**src/rtl/flag_event_reader.sv**
```systemverilog
// Rising-edge event counters for a bundle of registered status flags,
// read back one flag at a time through a clear-on-read request/response port.
module flag_event_reader #(
    parameter int N_FLAGS = 3,
    parameter int CNT_W   = 8,
    localparam int IDX_W  = (N_FLAGS > 1) ? $clog2(N_FLAGS) : 1
) (
    input  logic               i_clk,
    input  logic               i_arst,
    input  logic [N_FLAGS-1:0] i_flags,
    input  logic               i_clr,
    input  logic               i_req_valid,
    input  logic [IDX_W-1:0]   i_req_idx,
    output logic               o_req_ready,
    output logic               o_rsp_valid,
    input  logic               i_rsp_ready,
    output logic [CNT_W-1:0]   o_rsp_data,
    output logic               o_rsp_ovf,
    output logic               o_rsp_err,
    output logic               o_any_edge
);

    typedef enum logic {
        S_IDLE = 1'b0,
        S_RESP = 1'b1
    } state_t;

    // Handshake: a request transfers on a cycle where i_req_valid && o_req_ready;
    // a response transfers on a cycle where o_rsp_valid && i_rsp_ready, and the
    // response fields stay frozen while o_rsp_valid is high and i_rsp_ready is low.

    state_t             r_state;
    logic               r_primed;
    logic [N_FLAGS-1:0] r_prev;
    logic [CNT_W-1:0]   r_cnt [N_FLAGS];
    logic [N_FLAGS-1:0] r_ovf;
    logic               r_rsp_valid;
    logic [CNT_W-1:0]   r_rsp_data;
    logic               r_rsp_ovf;
    logic               r_rsp_err;
    logic               r_any_edge;

    logic [N_FLAGS-1:0] w_edge;
    logic [N_FLAGS-1:0] w_rd_vec;
    logic               w_accept;
    logic               w_hit;
    logic [CNT_W-1:0]   w_sel_cnt;
    logic               w_sel_ovf;

    assign o_req_ready = r_primed & (r_state == S_IDLE);
    assign w_accept    = i_req_valid & o_req_ready;
    assign w_edge      = {N_FLAGS{r_primed}} & i_flags & ~r_prev;

    // Index decode doubles as the range check: no match means an error response.
    always_comb begin
        w_hit     = 1'b0;
        w_sel_cnt = '0;
        w_sel_ovf = 1'b0;
        w_rd_vec  = '0;
        for (int k = 0; k < N_FLAGS; k++) begin
            if (i_req_idx == IDX_W'(k)) begin
                w_hit       = 1'b1;
                w_sel_cnt   = r_cnt[k];
                w_sel_ovf   = r_ovf[k];
                w_rd_vec[k] = w_accept;
            end
        end
    end

    always_ff @(posedge i_clk or posedge i_arst) begin
        if (i_arst) begin
            r_primed   <= 1'b0;
            r_prev     <= '0;
            r_any_edge <= 1'b0;
        end else begin
            r_primed   <= 1'b1;
            r_prev     <= i_flags;
            r_any_edge <= |w_edge;
        end
    end

    always_ff @(posedge i_clk or posedge i_arst) begin
        if (i_arst) begin
            for (int k = 0; k < N_FLAGS; k++) begin
                r_cnt[k] <= '0;
            end
            r_ovf <= '0;
        end else begin
            for (int k = 0; k < N_FLAGS; k++) begin
                if (i_clr) begin
                    r_cnt[k] <= '0;
                    r_ovf[k] <= 1'b0;
                end else if (w_rd_vec[k]) begin
                    // An edge coinciding with the read starts the next window.
                    r_cnt[k] <= {{(CNT_W-1){1'b0}}, w_edge[k]};
                    r_ovf[k] <= 1'b0;
                end else if (w_edge[k]) begin
                    if (&r_cnt[k]) begin
                        r_ovf[k] <= 1'b1;
                    end else begin
                        r_cnt[k] <= r_cnt[k] + 1'b1;
                    end
                end
            end
        end
    end

    always_ff @(posedge i_clk or posedge i_arst) begin
        if (i_arst) begin
            r_state     <= S_IDLE;
            r_rsp_valid <= 1'b0;
            r_rsp_data  <= '0;
            r_rsp_ovf   <= 1'b0;
            r_rsp_err   <= 1'b0;
        end else begin
            case (r_state)
                S_IDLE: begin
                    if (w_accept) begin
                        r_rsp_valid <= 1'b1;
                        r_rsp_data  <= w_hit ? w_sel_cnt : '0;
                        r_rsp_ovf   <= w_hit & w_sel_ovf;
                        r_rsp_err   <= ~w_hit;
                        r_state     <= S_RESP;
                    end
                end
                S_RESP: begin
                    if (i_rsp_ready) begin
                        r_rsp_valid <= 1'b0;
                        r_state     <= S_IDLE;
                    end
                end
                default: r_state <= S_IDLE;
            endcase
        end
    end

    assign o_rsp_valid = r_rsp_valid;
    assign o_rsp_data  = r_rsp_data;
    assign o_rsp_ovf   = r_rsp_ovf;
    assign o_rsp_err   = r_rsp_err;
    assign o_any_edge  = r_any_edge;

endmodule

```
**config.mk**
```make
export PLATFORM = sky130hd
export DESIGN_NAME = flag_event_reader
export DESIGN_NICKNAME = d
export VERILOG_FILES = /design/src/rtl/flag_event_reader.sv
export SDC_FILE = /design/constraint.sdc
export NUM_CORES = 1
export LEC_CHECK = 0
export ABC_AREA = 1
export CORE_UTILIZATION = 41
export CTS_CLUSTER_SIZE = 20
export DETAILED_ROUTE_END_ITERATION = 16
export SYNTH_ARGS = -nofsm -noshare
export SYNTH_HDL_FRONTEND = slang
export SYNTH_SLANG_ARGS = --single-unit
```
**constraint.sdc**
```tcl
create_clock -name i_clk -period 1.6 [get_ports i_clk]
set_input_delay 0.24 -clock i_clk [delete_from_list [all_inputs] [get_ports i_clk]]
set_output_delay 0.24 -clock i_clk [all_outputs]
set_load 0.01 [all_outputs]
```
==> results of run 1 <==
power groups by stage:
stage                     combinational, mW  sequential, mW  clock (mW)
after global placement                0.442            1.25           0
after floorplan                       0.215            1.26           0
after CTS                             0.448            1.23       0.696
after detailed placement              0.443            1.25           0
final                                 0.446            1.23       0.670
after global routing                  0.501            1.24       0.744
flip-flops by register name (all words and copies together) (netlist names):
register	flops
o_any_edge	1
r_ovf	3
r_cnt	24
r_prev	3
r_state	1
o_rsp_ovf	1
o_rsp_data	8
o_rsp_valid	1
o_rsp_err	1
r_primed	1
cells in the mapped netlist (2+ instances only):
cell type / n / area share
buf_6: 3 / 0.013
nand2_2: 9 / 0.022
dfrtp_1: 44 / 0.43
ha_1: 3 / 0.015
o21ai_1: 4 / 0.0078
o21a_1: 3 / 0.0088
nand3b_1: 2 / 0.0059
nor3_1: 3 / 0.0059
nor2_4: 5 / 0.022
buf_2: 3 / 0.0059
nand2_1: 100 / 0.15
nor2_1: 40 / 0.059
o211ai_1: 4 / 0.012
nand3_1: 33 / 0.065
o21ai_0: 15 / 0.029
a21oi_2: 2 / 0.0068
o21ai_2: 2 / 0.0068
inv_2: 5 / 0.0073
o31ai_1: 3 / 0.0088
a21oi_1: 7 / 0.014
nor2_2: 5 / 0.012
inv_1: 34 / 0.050
xor2_1: 3 / 0.010
worst max-delay path, stage by stage, from the launching register on:
cell,delay (ps)
dfrtp_2,430
buf_4,160
buf_4,140
nand3_4,140
nor2_2,60
nor2_2,120
buf_4,170
nand2_1,60
a21oi_1,110
logic make-up (layout without fill, tap and decap cells):
group	Yosys count	in the layout
AO/OA/AOI/OAI	43	43
XOR/XNOR	4	4
AND/OR/NAND/NOR	201	201
adder cells (fa/ha/maj)	3	3
flip-flops	44	44
buffers and inverters	47	93
other	1	1
layout make-up:
type | instances | share of cell area
Sequential cell | 44 | 0.355
Clock inverter | 1 | 0.00161
Multi-Input combinational cell | 252 | 0.403
Inverter | 39 | 0.0472
Timing Repair Buffer | 47 | 0.139
Clock buffer | 6 | 0.0234
Tap cell | 75 | 0.0302
routing by layer:
layer | share of wire | wire, um | vias to the layer above
met5 | 0 | 0 | -
met4 | 0.012 | 74 | 0
met3 | 0.050 | 299 | 7
met2 | 0.43 | 2550 | 52
met1 | 0.51 | 3010 | 1025
li1 | - | - | 1183
worst min-delay path by stage:
stage | slack [ps] | cells past startpoint | to
global route | 330 | 3 | r_cnt[21]
floorplan | 270 | 0 | r_prev[0]
CTS | 300 | 3 | o_rsp_data[3]
global placement | 460 | 2 | o_rsp_data[1]
finish | 290 | 3 | o_rsp_data[3]
detailed placement | 470 | 2 | o_rsp_data[5]
metrics by stage:
step           hold WS (ps)  power, mW  utilization
6_report                287       2.34        0.521
5_1_grt                 328       2.48        0.521
4_1_cts                 298       2.37        0.520
3_5_place_dp            472       1.69        0.505
3_3_place_gp            464       1.69        0.505
2_1_floorplan           271       1.48            -
repair_timing:
action,4_1_cts,5_1_grt
resized for setup,2,0
buffers inserted,1,1
pin swaps,0,0
setup endpoints to repair,1,2
==> results.md, run 1 <==
- Grt total ovfl: 0
- Area of the multi-input gates: 1250 um^2
- Post-synthesis simple-gate area fraction: 0.355
- Avg Synthesized Cell Area: 7.46 um^2
- Fin worst setup slack: 130 ps
- Sequential area share after synthesis: 0.430
- Asr flop ratio synth: 1.00
- Synth-to-layout area growth: 21.2%
- Max FO, Critical Path: 8
- Synthesis-stage register bit count: 44
- Startpoint types: register
- Clock Tree Buf Depth: 2
- Max-slew violation count: 0
- Routability cong.: 0.807
- Post-synthesis mux area share: 0
- Largest net degree at the start of global routing: 45
- Met2 usage: 0.310
- First DRT Iteration DRCs: 132
- Clk pwr share: 0.286
- DP HPWL: 4440 um
- R2r startpoint: r_primed
- Crit. End Element: register
- CTS tree: built
- Fillcell total: 568
- Register-to-Register Setup Slack: 130 ps
- I/O Pins: 23
- Fin. Hold Viols: 0
- Post-route cell area: 3100 um^2
- Worst skew pair latency: 300 ps
- Final period utilization: 0.919
- Share of layout cells above drive strength 1: 0.165
- Core area: 5960 um^2
- DRC: 0
- Global Route met3 Usage: 0.0337
- Required @ worst endpoint: 1820 ps
- R2r endpoint: r_cnt[21]
- Final WL: 5940 um
- Via count: 2267
- Number of synthesized flops with an enable pin: 0
- Vias in the first global route: 2070
- Rows: 28
- Gr busiest metal: met2
- Commonest non-fill, non-tap cell in the layout: nand2_1
- Layout Cells excl Fill: 464
- Max Clk Rate: 680 MHz
- Root buf cell: clkbuf_8
- Power share of the sequential group: 0.524
- Die W: 81.0 um
- Xor and xnor area share after synthesis: 0.0137
- Tmin final: 1470 ps
- Hold-fix buffers, CTS: 0
- Mapped Cells: 343
- Crit path to: r_cnt[21]
- Count of final setup violators: 0
- Adder-Cell Fraction of Synth Area: 0.0147
- Register Area: 1100 um^2
- Fin Setup TNS: 0 ps
- PortBufs: 22
- Psw: 654 uW
- Dpl ws: 1.72 ps
- Average wire per cell in the routed design: 12.8 um
- Antenna-violating nets left: 0
- Placed Cells: 455
- Post-synthesis compound-gate area fraction: 0.104
- Met1 Use GR: 0.291
- Setup Skew: 8.18 ps
- Synthesized net count: 356
- Commonest cells after routing, fill and taps aside: 100 x nand2_1, 43 x dfrtp_1, 40 x nor2_1
- Nets: 402
- CP Data Arrival Time: 1690 ps
- Critical Path Start: r_primed
- Critical Setup Path Class: register to register
- Antenna Diode Count: 0
- Leak pwr: 1.49 nW
- Mapped Area: 2560 um^2
- Clk sinks: 44
- Comb power frac: 0.190
- R2R cell count: 8
- RSZ-0062 raised after global routing: no
- Cts bufs inserted: 5
- H-tree depth: 2
- First-pass GRT wire length: 9960 um
- Vias per inst: 4.89
- Internal power: 1.69 mW
- Top_reg_cell synth: dfrtp_1
- Gr usage total: 0.203
- Clock Pin Slew Worst Setup and Hold Paths: 80 ps
- Yosys warning count: 0
- Initial core utilization: 0.430
- Min-delay worst type: primary input to async pin
- Sw Share: 0.279
- Main combinational cell family by area after synthesis: simple AND/OR/NAND/NOR gates
- Die area: 6560 um^2
- Peak supply drop: 0.325 mV
- Unique masters post-synth: 34
- Drt pass-1 iters: 4
- Chip height: 81.0 um
- Maximum Capacitance Violations: 0
- Status: finished, final reports clean
- Initial antenna violation count: 0
- PwrDens: 755 nW/um^2
- Post-placement cell area: 3010 um^2
(Power assumes the default switching activity.)
==> inputs of run 2 (changes only) <==
- SLEW_MARGIN: unset -> 10
==> results of run 2 <==
Final layout, timing and power as in run 1 (identical DEF).
==> inputs of run 3 (changes only) <==
- CELL_PAD_IN_SITES_DETAIL_PLACEMENT: unset -> 1
- CELL_PAD_IN_SITES_GLOBAL_PLACEMENT: unset -> 2
- CORE_MARGIN: unset -> 5
- CORE_UTILIZATION: 41 -> 33
- GPL_TIMING_DRIVEN: unset -> 0
- PLACE_DENSITY_LB_ADDON: unset -> 0.1
==> results.md, run 3 (synthesis gave the netlist of run 1 again) <==
- Worst Hold Slack: 295 ps (+7.48 ps)
- Core area: 7650 um^2 (+28%)
- Initial antenna violation count: 0 (unchanged)
- Dpl ws: -121 ps (-123 ps)
- Highest-delay cell along the critical path: dfrtp_2
- Fin. Hold Viols: 0 (unchanged)
- Antenna-violating nets left: 0 (unchanged)
- Internal power: 1.76 mW (+4.4%)
- First DRT Iteration DRCs: 46 (-65%)
- Required @ worst endpoint: 1800 ps (-20 ps)
- Power share of the sequential group: 0.503 (-0.021)
- Peak supply drop: 0.282 mV (-13%)
- Max-slew violation count: 0 (unchanged)
- Grt total ovfl: 0 (unchanged)
- Nets: 390 (-3.0%)
- Worst path buffer plus inverter count: 1 (-2)
- Final period utilization: 0.931 (+0.0125)
- Leak pwr: 1.44 nW (-3.8%)
- Placed Cells: 468 (+2.9%)
- Startpoint types: register
- Slew Limit Headroom: 0.666
- Sw Share: 0.281 (+0.00149)
- Fin Setup TNS: 0 ps (unchanged)
- Routability cong.: 0.776 (-3.9%)
- Antenna Diode Count: 0 (unchanged)
- Status: finished, final reports clean
- CP Data Arrival Time: 1690 ps (about the same)
- Largest Register: r_cnt
- Die W: 98.1 um (+21%)
- R2r startpoint: r_cnt[0]
- PortBufs: 22 (unchanged)
- Comb power frac: 0.180 (-0.010)
- Gr usage total: 0.157 (-0.0467)
- Via count: 2288 (+0.93%)
- Max FO, Critical Path: 7 (-1)
- Clk pwr share: 0.317 (+0.031)
- Tot Pwr: 2.45 mW (+4.7%)
- Largest stage delay on the critical path: 450 ps (+20 ps)
- Worst path cell trace: ha_1 -> nand2_2 -> nor2_4 -> nand2_2 -> nand2_4 -> inv_2 -> nand2_1 -> nand2_1 -> nor2_1
- Post-route cell area: 3090 um^2 (-0.56%)
- Root buf cell: clkbuf_8
- H-tree depth: 2 (unchanged)
- Rows: 32 (+14%)
- Commonest cells after routing, fill and taps aside: 100 x nand2_1, 40 x dfrtp_1, 38 x nor2_1
- Average wire per cell in the routed design: 15.0 um (+17%)
- Synth-to-layout area growth: 20.5%
- Clock Pin Slew Worst Setup and Hold Paths: 90 ps (about the same)
- Worst skew pair latency: 300 ps (about the same)
- Worst-margin pin slew: 500 ps
- Min-delay worst type: primary input to async pin
- DRC: 0 (unchanged)
- Share of layout cells above drive strength 1: 0.159 (-0.00537)
- Fin worst setup slack: 110 ps (-20.0 ps)
- Chip height: 98.1 um (+21%)
- Layout Cells excl Fill: 479 (+3.2%)
- Drt pass-1 iters: 4 (unchanged)
- Maximum Capacitance Violations: 0 (unchanged)
- Final WL: 7180 um (+21%)
- Post-placement cell area: 2930 um^2 (-2.7%)
- Setup Skew: 9.74 ps (+1.56 ps)
- Max reg flops: 24 (unchanged)
- R2R cell count: 9 (+1)
- Vias per inst: 4.78 (-2.2%)
- DP HPWL: 5510 um (+24%)
- Register-to-Register Setup Slack: 110 ps (-20 ps)
- Crit. End Element: register
- Critical Setup Path Class: register to register
- R2r endpoint: r_cnt[3]
- Tmin final: 1490 ps (+20.0 ps)
- Delay-heaviest family, CP: simple AND/OR/NAND/NOR gates
- Count of final setup violators: 0 (unchanged)
- CTS tree: built
- Clock Tree Buf Depth: 2 (unchanged)
- Largest net degree at the start of global routing: 25 (-44%)
- Max Clk Rate: 671 MHz (-1.3%)
- Post-layout util: 0.403 (-0.118)
- PwrDens: 795 nW/um^2 (+5.3%)
- I/O Pins: 23 (unchanged)
- First-pass GRT wire length: 12100 um (+22%)
- Die area: 9620 um^2 (+47%)
- Commonest non-fill, non-tap cell in the layout: nand2_1
- RSZ-0062 raised after global routing: no
- Fillcell total: 978 (+72%)
- Vias in the first global route: 2353 (+14%)
- Clk sinks: 44 (unchanged)
- Hold-fix buffers, CTS: 0 (unchanged)
- Cts bufs inserted: 5 (unchanged)
- Psw: 689 uW (+5.2%)
- Initial core utilization: 0.335 (-0.0951)
run 3: cell count changes in the layout (fill, tap and decap cells not counted), moves of 2 or more:
cell,previous run,this run
buf_6,0,3
nor2_1,40,38
buf_2,0,3
clkbuf_8,5,7
buf_4,23,5
dfrtp_2,1,4
dfrtp_1,43,40
run 3: layout make-up:
type | count | area (um^2) | share of cell area
buffer | 8 | 61.3 | 0.0199
clock buffer | 7 | 96.3 | 0.0312
inverter | 39 | 146 | 0.0474
multi-input combinational | 252 | 1280 | 0.414
sequential | 44 | 1110 | 0.358
tap | 102 | 128 | 0.0414
timing repair buffer | 27 | 269 | 0.0872
run 3: worst max-delay path by stage:
stage / slack, ps / start / endpoint / depth (start not counted)
floorplan: 270 / r_cnt[8] / r_cnt[14] / 8
detailed placement: -120 / i_req_idx[1] / r_cnt[4] / 6
global route: 10 / r_cnt[0] / r_cnt[3] / 9
finish: 110 / r_cnt[0] / r_cnt[3] / 9
global placement: -770 / i_arst / r_prev[2] / 2
CTS: 5 / r_cnt[9] / r_cnt[14] / 8
run 3: repair_timing:
action                     CTS  global route
gates resized for setup      4             7
setup endpoints to repair    7            19
setup buffers                1             3
run 3: power by group through the flow:
| stage | Sequential (mW) | Clock (mW) | Combinational, mW |
|---|---|---|---|
| floorplan | 1.26 | 0 | 0.215 |
| global placement | 1.26 | 0 | 0.416 |
| detailed placement | 1.26 | 0 | 0.427 |
| CTS | 1.24 | 0.809 | 0.434 |
| global route | 1.25 | 0.852 | 0.496 |
| finish | 1.23 | 0.778 | 0.441 |
run 3: metal layers:
metal,wire length [um],up-vias,track usage
li1,-,1154,-
met1,3440,1103,0.210
met2,3480,24,0.261
met3,160,7,0.0279
met4,98,0,0.0415
met5,0,-,0
